File: src/rtl/cell_bist_ctrl.sv
// cell_bist_ctrl -- built-in self-test sequencer for one standard-cell instance.
//
// Applies every input pattern 0 .. 2^NUMIN-1 to the cell under test. After
// SETTLE wait cycles it samples the cell output and compares it against the
// golden truth table for the latched function. It reports pass/fail, a
// saturating mismatch count and the first failing pattern.
//
// Parameters:
//   NIN    width of the stimulus bus / maximum cell fan-in
//   SETTLE wait cycles between applying a pattern and sampling RESP (0..15)
//   ERRW   width of the mismatch counter
//
// Ports:
//   CK        clock, rising edge
//   RST       synchronous active-high reset
//   START     start request, only looked at in IDLE
//   FUNC      cell function: 0 AND 1 NAND 2 OR 3 NOR 4 XOR 5 XNOR 6 BUF 7 INV
//   NUMIN     cell fan-in (1..4)
//   STIM      cell inputs, bit 0 drives A1/A
//   RESP      cell output
//   BUSY      sweep in progress
//   DONE      one-cycle completion pulse
//   PASS      result, valid from DONE until the next accepted START
//   CFGERR    illegal FUNC/NUMIN combination
//   ERRCNT    saturating mismatch count
//   FAILVEC   first failing pattern (0 when capture is compiled out)
//   fsm_state debug view of the FSM: 0 IDLE, 1 APPLY, 2 WAIT, 3 SAMPLE, 4 FIN
//
// Handshake: the host raises START while the block is idle. The block answers
// with BUSY for the sweep and then a single-cycle DONE. The next START is
// accepted from the cycle after DONE.
//
// Build option: define CELL_BIST_FAILVEC_EN to include first-failing-pattern
// capture. Without it FAILVEC is tied to 0.
module cell_bist_ctrl #(
  parameter int NIN    = 4,
  parameter int SETTLE = 1,
  parameter int ERRW   = 8
) (
  input  logic            CK,
  input  logic            RST,
  input  logic            START,
  input  logic [2:0]      FUNC,
  input  logic [2:0]      NUMIN,
  output logic [NIN-1:0]  STIM,
  input  logic            RESP,
  output logic            BUSY,
  output logic            DONE,
  output logic            PASS,
  output logic            CFGERR,
  output logic [ERRW-1:0] ERRCNT,
  output logic [NIN-1:0]  FAILVEC,
  output logic [2:0]      fsm_state
);

  typedef enum logic [2:0] {
    S_IDLE   = 3'd0,
    S_APPLY  = 3'd1,
    S_WAIT   = 3'd2,
    S_SAMPLE = 3'd3,
    S_FIN    = 3'd4
  } state_t;

  localparam bit         HAS_SETTLE  = (SETTLE > 0);
  localparam logic [3:0] SETTLE_LAST = 4'((SETTLE > 0) ? SETTLE - 1 : 0);

  state_t         state, state_nx;
  logic [2:0]     func_q;
  logic [2:0]     numin_q;
  logic [3:0]     wait_cnt;
  logic           pass_q;
  logic           cfg_bad;
  logic [NIN-1:0] all_ones;
  logic           last_pat;
  logic           expected;
  logic           mismatch;

  // Legality of the live FUNC/NUMIN inputs, evaluated when START is accepted.
  always_comb begin
    cfg_bad = 1'b0;
    if (NUMIN == 3'd0 || NUMIN > 3'd4 || int'(NUMIN) > NIN) cfg_bad = 1'b1;
    case (FUNC)
      3'd4, 3'd5: if (NUMIN != 3'd2) cfg_bad = 1'b1;
      3'd6, 3'd7: if (NUMIN != 3'd1) cfg_bad = 1'b1;
      default:    if (NUMIN < 3'd2)  cfg_bad = 1'b1;
    endcase
  end

  // STIM doubles as the pattern counter. Patterns never exceed all_ones, so
  // the bits at index NUMIN and above stay 0 without explicit masking.
  always_comb begin
    all_ones = NIN'((32'd1 << numin_q) - 32'd1);
    last_pat = (STIM == all_ones);
    // func_q[2:1] selects the base function; func_q[0] inverts it.
    case (func_q[2:1])
      2'd0:    expected = (STIM == all_ones);
      2'd1:    expected = |STIM;
      2'd2:    expected = ^STIM;
      default: expected = STIM[0];
    endcase
    expected = expected ^ func_q[0];
    mismatch = (RESP != expected);
  end

  always_ff @(posedge CK) begin
    if (RST) state <= S_IDLE;
    else     state <= state_nx;
  end

  always_comb begin
    state_nx = state;
    case (state)
      S_IDLE:   if (START) state_nx = cfg_bad ? S_FIN : S_APPLY;
      S_APPLY:  state_nx = HAS_SETTLE ? S_WAIT : S_SAMPLE;
      S_WAIT:   if (wait_cnt == SETTLE_LAST) state_nx = S_SAMPLE;
      S_SAMPLE: state_nx = last_pat ? S_FIN : S_APPLY;
      S_FIN:    state_nx = S_IDLE;
      default:  state_nx = S_IDLE;
    endcase
  end

  always_comb begin
    BUSY      = (state == S_APPLY) || (state == S_WAIT) || (state == S_SAMPLE);
    DONE      = (state == S_FIN);
    // In FIN the counter already holds the final sample, so PASS is
    // available in the DONE cycle itself and then held in pass_q.
    PASS      = (state == S_FIN) ? ((ERRCNT == '0) && !CFGERR) : pass_q;
    fsm_state = state;
  end

  always_ff @(posedge CK) begin
    if (RST) begin
      func_q   <= '0;
      numin_q  <= '0;
      wait_cnt <= '0;
      pass_q   <= 1'b0;
      CFGERR   <= 1'b0;
      ERRCNT   <= '0;
      STIM     <= '0;
    end else begin
      case (state)
        S_IDLE: begin
          if (START) begin
            func_q   <= FUNC;
            numin_q  <= NUMIN;
            wait_cnt <= '0;
            pass_q   <= 1'b0;
            CFGERR   <= cfg_bad;
            ERRCNT   <= '0;
            STIM     <= '0;
          end
        end
        S_APPLY: wait_cnt <= '0;
        S_WAIT:  wait_cnt <= wait_cnt + 4'd1;
        S_SAMPLE: begin
          if (mismatch && ERRCNT != {ERRW{1'b1}}) ERRCNT <= ERRCNT + 1'b1;
          if (!last_pat) STIM <= STIM + 1'b1;
        end
        S_FIN:   pass_q <= PASS;
        default: ;
      endcase
    end
  end

`ifdef CELL_BIST_FAILVEC_EN
  logic first_seen;

  always_ff @(posedge CK) begin
    if (RST) begin
      first_seen <= 1'b0;
      FAILVEC    <= '0;
    end else if (state == S_IDLE && START) begin
      first_seen <= 1'b0;
      FAILVEC    <= '0;
    end else if (state == S_SAMPLE && mismatch && !first_seen) begin
      first_seen <= 1'b1;
      FAILVEC    <= STIM;
    end
  end
`else
  assign FAILVEC = '0;
`endif

endmodule
File: config.mk
export PLATFORM = sky130hd
export DESIGN_NAME = cell_bist_ctrl
export DESIGN_NICKNAME = d
export VERILOG_FILES = /design/src/rtl/cell_bist_ctrl.sv
export SDC_FILE = /design/constraint.sdc
export NUM_CORES = 1
export LEC_CHECK = 0
export CORE_ASPECT_RATIO = 1.2
export CORE_MARGIN = 3
export CORE_UTILIZATION = 45
export DETAILED_ROUTE_END_ITERATION = 8
export PLACE_DENSITY_LB_ADDON = 0.15
export SYNTH_ARGS = -nofsm -noshare
export SYNTH_HDL_FRONTEND = slang
export SYNTH_SLANG_ARGS = --single-unit
File: constraint.sdc
create_clock -name CK -period 2.7 [get_ports CK]
set_clock_uncertainty 0.15 [all_clocks]
set_input_delay 0.27 -clock CK [delete_from_list [all_inputs] [get_ports CK]]
set_output_delay 0.27 -clock CK [all_outputs]
set_load 0.01 [all_outputs]
== Word level (Yosys, flattened, before mapping) ==
Cells that the tools add are included.

* Register bits: 27
* Bits in latches: 0
* Bits in writable memories: 0
* Bits in read-only memories: 0
* Output and inout port bits: 23
* Logic and storage cells: 82
* Memories kept: 0

* Add/sub/neg operators: 4
* Multiply operators: 0
* Divide/modulo/power cells: 0
* Magnitude comparators: 3
* Equal/unequal tests: 19
* Shift-type cells: 1
* Muxes and demuxes: 21
* Bitwise logic cells: 1
* Reduce and logical (&&, ||, !) cells: 25

{| class="wikitable"
|+ Operators by type and width
! kind !! number
|-
| $mux 8 || 2
|-
| $pmux 8 s2 || 1
|-
| $eq 3x3->1 const B || 5
|-
| $mux 3 || 4
|-
| $pmux 3 s4 || 1
|-
| $pmux 4 s3 || 1
|-
| $add 4x1->4 const B || 2
|-
| $add 8x1->8 const B || 1
|-
| $logic_not 8->1 || 1
|-
| $mux 4 || 2
|-
| $ne 8x8->1 const B || 1
|-
| $pmux 4 s2 || 1
|-
| $reduce_and 2->1 || 4
|-
| $eq 3x2->1 const B || 2
|-
| $gt 3x3->1 const B || 2
|-
| $logic_not 3->1 || 2
|-
| $mux 1 || 6
|-
| $ne 2x2->1 const B || 3
|-
| $reduce_and 3->1 || 2
|-
| $eq 4x4->1 || 1
|-
| $logic_not 4->1 || 1
|-
| $logic_or 1x1->1 || 4
|-
| $pmux 1 s2 || 2
|-
| $reduce_bool 2->1 || 2
|-
| other kinds (19) || 21
|}

== Depth between registers and ports, before layout ==
Gate-level depths: netlist of run 1.

* Depth in word-level cells: 9
* Gate-level depth with buffers: 9
* Depth with buffers taken out: 9

== Least setup slack after synthesis of run 1 ==
Ideal clock, no wire load.

* Path kind: flip-flop to flip-flop
* Start: register numin_q[2]
* End: register ERRCNT[3]
* Library setup time: 122 ps
* Data arrival time: 2,198 ps
* Required time: 2,428 ps
* Slack: 231 ps
* Cell stages (with the launch flop): 9
* Buffers on the path: 0
* Clock period less this slack: 2,469 ps
* Path through: dfxtp_1 > or3_1 > ha_1 > xor2_1 > o211a_4 > a31oi_4 > xnor2_2 > o21a_4 > a221o_1

* Longest elaborated chain between the ends: 9

{| class="wikitable"
|+ Ends and longest elaborated chain
! element !! RTL line !! RTL
|-
| from (decl) || 69 || <nowiki>logic [2:0] numin_q;</nowiki>
|-
| from (signal assigned) || 134 || <nowiki>numin_q <= '0;</nowiki>
|-
| from (signal assigned) || 145 || <nowiki>numin_q <= NUMIN;</nowiki>
|-
| $shl 1x3->4 || 92 || <nowiki>all_ones = NIN'((32'd1 << numin_q) - 32'd1);</nowiki>
|-
| $sub 4x1->4 || 92 ||
|-
| $eq 4x4->1 || 96 || <nowiki>2'd0: expected = (STIM == all_ones);</nowiki>
|-
| $pmux 1 s3 || 95 || <nowiki>case (func_q[2:1])</nowiki>
|-
| $xor 1x1->1 || 101 || <nowiki>expected = expected ^ func_q[0];</nowiki>
|-
| $ne 1x1->1 || 102 || <nowiki>mismatch = (RESP != expected);</nowiki>
|-
| $logic_and 1x1->1 || 156 || <nowiki>if (mismatch && ERRCNT != {ERRW{1'b1}}) ERRCNT <= ERRCNT + 1'b1;</nowiki>
|-
| $ne 2x1->1 (no source line) || n/a ||
|-
| $reduce_and 3->1 (no source line) || n/a ||
|-
| to (signal assigned) || 156 ||
|-
| to (decl) || 51 || <nowiki>output logic [ERRW-1:0] ERRCNT,</nowiki>
|}

Every way passes these cells.
A chain may end at the register's enable or synchronous reset.

== Worst setup path in the final report of run 1 ==
* Start: register numin_q[1]
* End: register ERRCNT[3]

The elaborated chain is that of the path after synthesis.

==> summary.md, run 1 <==
| Metric | Value |
|---|---|
| Final Setup Violations | 0 |
| Register area share after synthesis | 34.0% |
| Tightest Pin Transition | 0.585 ns |
| Setup TNS | 0 ns |
| Final period util | 95.4% |
| Post-synth top area share | 34.0% |
| Hold path startpoint | pass_q |
| Max cap viols | 0 |
| Number of fill cells in the layout | 323 |
| Slew margin rel. | 60.9% |
| Overall die height | 71.1 um |
| Min Tclk post-route | 2.58 ns |
| RePlAce Congestion | 0.811 |
| First-pass GRT wire length | 5.90 mm |
| Yosys top cell by area | dfxtp_1 |
| PostCTS Resize Cnt | 0 |
| DP HPWL | 2.67 mm |
| Worst hold path class | reg -> reg |
| CP Capture Type | flip-flop |
| Pwr dens | 491 nW/um2 |
| Worst-Skew Late Latency | 0.28 ns |
| Antenna fix cells | 0 |
| Static Leak | 0.000770 uW |
| Reg-to-reg slack, setup | 0.12 ns |
| Layout overhead on the synthesized area | 24.3% |
| Pin count of the biggest net entering global routing | 16 |
| Ys Warns | 0 |
| Status | finished, final reports clean |
| # clock sinks | 27 |
| CP Class | reg -> reg |
| Die ar. | 4280 um2 |
| Synth Register Bits | 27 |
| Clock Tree Buf Depth | 2 |
| Remaining DRCs | 0 |
| Fin nets | 239 |
| ANT nets after route | 0 |
| I/O Pins | 33 |
| CP Max Fanout | 8 |
| Final wirelength | 3.53 mm |
| Grt total ovfl | 0 |
| Peak supply drop | 0.352 mV |
| Worst reg2reg startpoint | numin_q[1] |
| Largest delay share family, worst path | compound AO/OA/AOI/OAI gates |
| IO buf count | 28 |
| Core Region | 3370 um2 |
| Num rows | 23 |
| Slew Viols, Final | 0 |
| Hold buffers post-CTS | 0 |
| Mapped Cells | 189 |
| Worst path buffer plus inverter count | 0 |
| Layout cells sized above 1 | 10.9% |
| Vias | 1435 |
| CP required | 2.72 ns |
| Synth unique cells | 49 |
| Starting Density | 47.2% |
| Syn avg cell area | 8.41 um2 |
| H-Tree Level Count | 1 |
| Most used cell, CP | xnor2_2 |
| Max stage delay on crit path | 0.40 ns |
| RSZ-0062 raised after global routing | false |
| Synth async-reset ratio | 0% |
| Die width | 60.2 um |
| Clock slew at reported path FFs | 0.10 ns |
| Chain of cells forming the critical path | or3_4, ha_1, xnor2_2, o211a_4, a31oi_4, xnor2_2, o21a_4, a221o_1 |
| Dominant synthesized flop cell | dfxtp_1 |
| Top area cells in the synthesized netlist | dfxtp_1 (34%), ha_1 (6.3%), nand2_1 (5.7%) |
| Highest clock rate | 0.388 GHz |
| Clock Tree Root | clkbuf_8 |
| Crit path DAT | 2.59 ns |
| PnR Total Power | 971 uW |
| Reg2Reg Capture Point | ERRCNT[3] |
| Number of flops mapped to enable cells by yosys | 0 |
| Slowest cell on the critical path | or3_4 |
| Fin. Hold Viols | 0 |
| Initial antenna violation count | 0 |
| GR Util All Layers | 17.4% |
| CTS tree | built |
| DR iter-0 viols | 62 |
| Crit path launch type | flip-flop |
| Hold Crit Endpoint | pass_q |
| Worst Hold Depth | 2 |
| R2R depth | 8 |
| Cts bufs inserted | 3 |
| Drt first pass iters | 4 |
| Via-per-instance ratio | 5.58 |
| Number of global-route vias before repair | 1402 |
| Synth Cell Area | 1590 um2 |
| # Post-CTS Setup Buffers | 0 |
| WL/cell | 13.7 um |
## layout make-up
class	count	area, um2	share of cell area, %
flip-flops and latches	27	542	27.4
clock buffers	3	41.3	2.09
inverters	9	33.8	1.71
well taps	37	46.3	2.34
multi-input cells	147	990	50.1
repair buffers	33	318	16.1
clock inverters	1	5.00	0.253
## stage by stage
step                      hold WS (ns)  setup WS, ns  util [%]  cell area [um2]  cells
after CTS                        0.334        0.0780      58.3             1960    257
after detailed placement         0.315         0.102      56.9             1920    253
final                            0.333         0.123      58.7             1980    257
after global routing             0.347        0.0126      58.7             1980    257
after floorplan                  0.256         0.231         -             1600    192
after global placement           0.304         0.169      56.9             1920    253
## Yosys cell counts (all sizes together), types with 5 or more instances
master  count
nor3        6
nand2      24
inv         9
clkbuf      5
ha          8
xnor2       7
dfxtp      27
a21oi      15
nand3       5
nor2       19
o21ai       7
## worst reg2reg max path, stage by stage (launching register included)
cell     delay (ns)
dfxtp_1        0.35
or3_4          0.40
ha_1           0.23
xnor2_2        0.17
o211a_4        0.28
a31oi_4        0.18
xnor2_2        0.12
o21a_4         0.25
a221o_1        0.34
## where the power goes
group,switching (uW),internal (uW)
logic,148,139
clock network,130,104
registers,32.3,418
## placed cells by master (no fill, tap or decap), types with 3 or more instances in the layout
cell	instances
ha_1	8
xnor2_1	4
o21ai_0	5
a221o_1	3
nand3b_1	4
nor2_1	19
nand2_1	24
nor3_1	5
nand3_1	5
dfxtp_1	26
and3_1	4
xor2_1	3
xnor2_2	3
a21oi_1	15
inv_1	9
conb_1	4
clkdlybuf4s50_1	28
buf_4	5
clkbuf_8	3
## how the worst max path moves through the flow
stage          slack, ns  startpoint  depth (start not counted)        end
2_1_floorplan       0.23  numin_q[2]                          8  ERRCNT[3]
3_5_place_dp        0.10  numin_q[2]                          8  ERRCNT[5]
3_3_place_gp        0.17  numin_q[2]                          8  ERRCNT[6]
5_1_grt             0.01  numin_q[1]                          8  ERRCNT[3]
4_1_cts             0.08  numin_q[2]                          8  ERRCNT[5]
6_report            0.12  numin_q[1]                          8  ERRCNT[3]
## metal layers
metal	track usage, %	routed length [um]	vias to the layer above
li1	-	-	723
met5	0	0	-
met3	2.37	134	5
met2	30.9	1750	32
met1	21.0	1590	675
met4	5.17	45	0
## logic make-up after synthesis
logic type,count (synthesis),synth area share (%)
muxes,3,1.97
xor gates and xnor gates,10,6.46
DFF,27,34.0
other,1,0.236
and+or+nand+nor,80,26.1
adders and majority gates,8,6.30
buffers and inverters,18,5.20
AOI/OAI and AO/OA,42,19.8
## registers in the layout, indices dropped and copies added (netlist names)
register / cells
numin_q: 3
pass_q: 1
fsm_state: 3
ERRCNT: 8
STIM: 4
CFGERR: 1
wait_cnt: 4
func_q: 3
Note: power is estimated with default switching activity, not from simulation.
==> run 2, diff against run 1 <==
Settings changed: TNS_END_PERCENT from default to 20.
==> results of run 2 <==
Same layout as run 1: the final DEF is identical, and so are final timing and power.
==> run 3, diff against run 2 <==
Settings changed: CORE_ASPECT_RATIO 1.2 to 1.1, SLEW_MARGIN from default to 20.
==> run 3 against run 2 <==
Sequential cell count unchanged; first-iteration DRC count up 8.1%; clock power down 23%; maximum frequency down 0.85%; sequential power about the same; worst setup slack worse by 0.022 ns; largest power group unchanged; highest routed layer unchanged.
==> summary.md, run 3 (synthesis results as in run 1) <==
| Metric | Value |
|---|---|
| Status | finished, final reports clean |
| Drt first pass iters | 4 |
| # clock sinks | 27 |
| RSZ-0062 raised after global routing | false |
| Clock Tree Root | clkbuf_4 |
| ANT nets after route | 0 |
| Comb power frac | 30.7% |
| Final period util | 96.3% |
| First-pass GRT wire length | 5.51 mm |
| Setup TNS | 0 ns |
| Largest delay share family, worst path | compound AO/OA/AOI/OAI gates |
| H-Tree Level Count | 1 |
| Sw frac | 32.8% |
| Most common cell after layout, fill and taps aside | clkdlybuf4s50_1 |
| Peak supply drop | 0.259 mV |
| CP Class | reg -> reg |
| Pin count of the biggest net entering global routing | 17 |
| RePlAce Congestion | 0.860 |
| Post-Place Cells | 263 |
| Top reg by flops | ERRCNT |
| Crit path launch type | flip-flop |
| Tightest Pin Transition | 0.614 ns |
| Clk pwr share | 19.8% |
| CTS tree | built |
| Highest clock rate | 0.385 GHz |
| WL/cell | 12.6 um |
| Num rows | 22 |
| Number of global-route vias before repair | 1256 |
| Layout cells sized above 1 | 9.59% |
| CP Max Fanout | 8 |
| Largest regs | ERRCNT: 8 flops, STIM: 4 flops, wait_cnt: 4 flops |
| I/O Pins | 33 |
| Final non-filler cell total | 267 |
| IO buf count | 28 |
| Remaining DRCs | 0 |
| Static Leak | 0.000757 uW |
| Max stage delay on crit path | 0.40 ns |
| Crit path DAT | 2.69 ns |
| Cell-internal power | 610 uW |
| Reg-to-reg slack, setup | 0.10 ns |
| Core Region | 3360 um2 |
| Slew Viols, Final | 0 |
| Layout overhead on the synthesized area | 23.1% |
| Antenna fix cells | 0 |
| Sw power | 298 uW |
| Fin nets | 238 |
| Hold buffers post-CTS | 0 |
| Grt total ovfl | 0 |
| Dpl ws | 0.109 ns |
| Worst-Skew Late Latency | 0.33 ns |
| Max FFs per register | 8 |
| Starting Density | 47.3% |
| Worst setup margin | 0.101 ns |
| CP required | 2.79 ns |
| Final wirelength | 3.36 mm |
| Pwr dens | 464 nW/um2 |
| CP Capture Type | flip-flop |
| PnR Total Power | 908 uW |
| Slowest cell on the critical path | or3_1 |
| Min Tclk post-route | 2.60 ns |
| DR iter-0 viols | 67 |
| Worst path buffer plus inverter count | 0 |
| Overall die height | 68.3 um |
| Most frequent cells in the layout | clkdlybuf4s50_1 (28), dfxtp_1 (27), nand2_1 (24) |
| Register share of total power | 49.5% |
| Die ar. | 4280 um2 |
| Final Setup Violations | 0 |
| Max cap viols | 0 |
| DP HPWL | 2.58 mm |
| Die width | 62.7 um |
| Initial antenna violation count | 0 |
| Worst hold path class | in -> reg |
| Vias | 1440 |
| Clock Tree Buf Depth | 2 |
| GR Util All Layers | 16.0% |
| Slew margin rel. | 59.0% |
| PostCTS Resize Cnt | 0 |
| # Post-CTS Setup Buffers | 0 |
| Cts bufs inserted | 3 |
| Chain of cells forming the critical path | or3_1, ha_1, xor2_1, o211a_4, a31oi_4, xnor2_2, o21a_4, a221o_1 |
| Clock slew at reported path FFs | 0.16 ns |
| Via-per-instance ratio | 5.39 |
| Fin. Hold Viols | 0 |
## run 3: final cells by class
type                       count  area, um2
clock buffer                   3       22.5
clock inverter                 1       5.00
fill                         330       1400
inverter                       9       33.8
multi-input combinational    147        985
sequential                    27        541
tap                           48       60.1
timing repair buffer          32        310
## run 3: tightest hold or removal path: cells and delay by family
family	cells	cell delay, ns
and+or+nand+nor	1	0.06
buffers and inverters	1	0.40
AOI/OAI and AO/OA	1	0.05
## run 3: power groups by stage
stage,registers [uW],logic [uW],clock network [uW]
global placement,457,271,0
detailed placement,458,276,0
floorplan,445,204,0
global route,455,309,198
CTS,450,278,183
finish,450,279,180
## run 3: final timing paths
| kind | from | endpoint | depth (start not counted) |
|---|---|---|---|
| hold / removal | FUNC[0] | func_q[0] | 3 |
| setup reg to reg | numin_q[2] | ERRCNT[3] | 8 |
| hold reg to reg | pass_q | pass_q | 2 |
| setup / recovery | numin_q[2] | ERRCNT[3] | 8 |
## run 3: metrics by stage
step           instance area [um2]  hold slack [ns]  util [%]
2_1_floorplan                 1600            0.256         -
3_3_place_gp                  1920            0.309      57.2
3_5_place_dp                  1920            0.315      57.2
4_1_cts                       1950            0.313      58.0
5_1_grt                       1960            0.319      58.3
6_report                      1960            0.321      58.3
## run 3: layer usage
metal	wire, um	vias up	GRT usage [%]
met1	1570	679	20.3
met2	1590	31	27.8
met4	21	0	4.41
met5	0	-	0
met3	170	4	3.28
li1	-	726	-
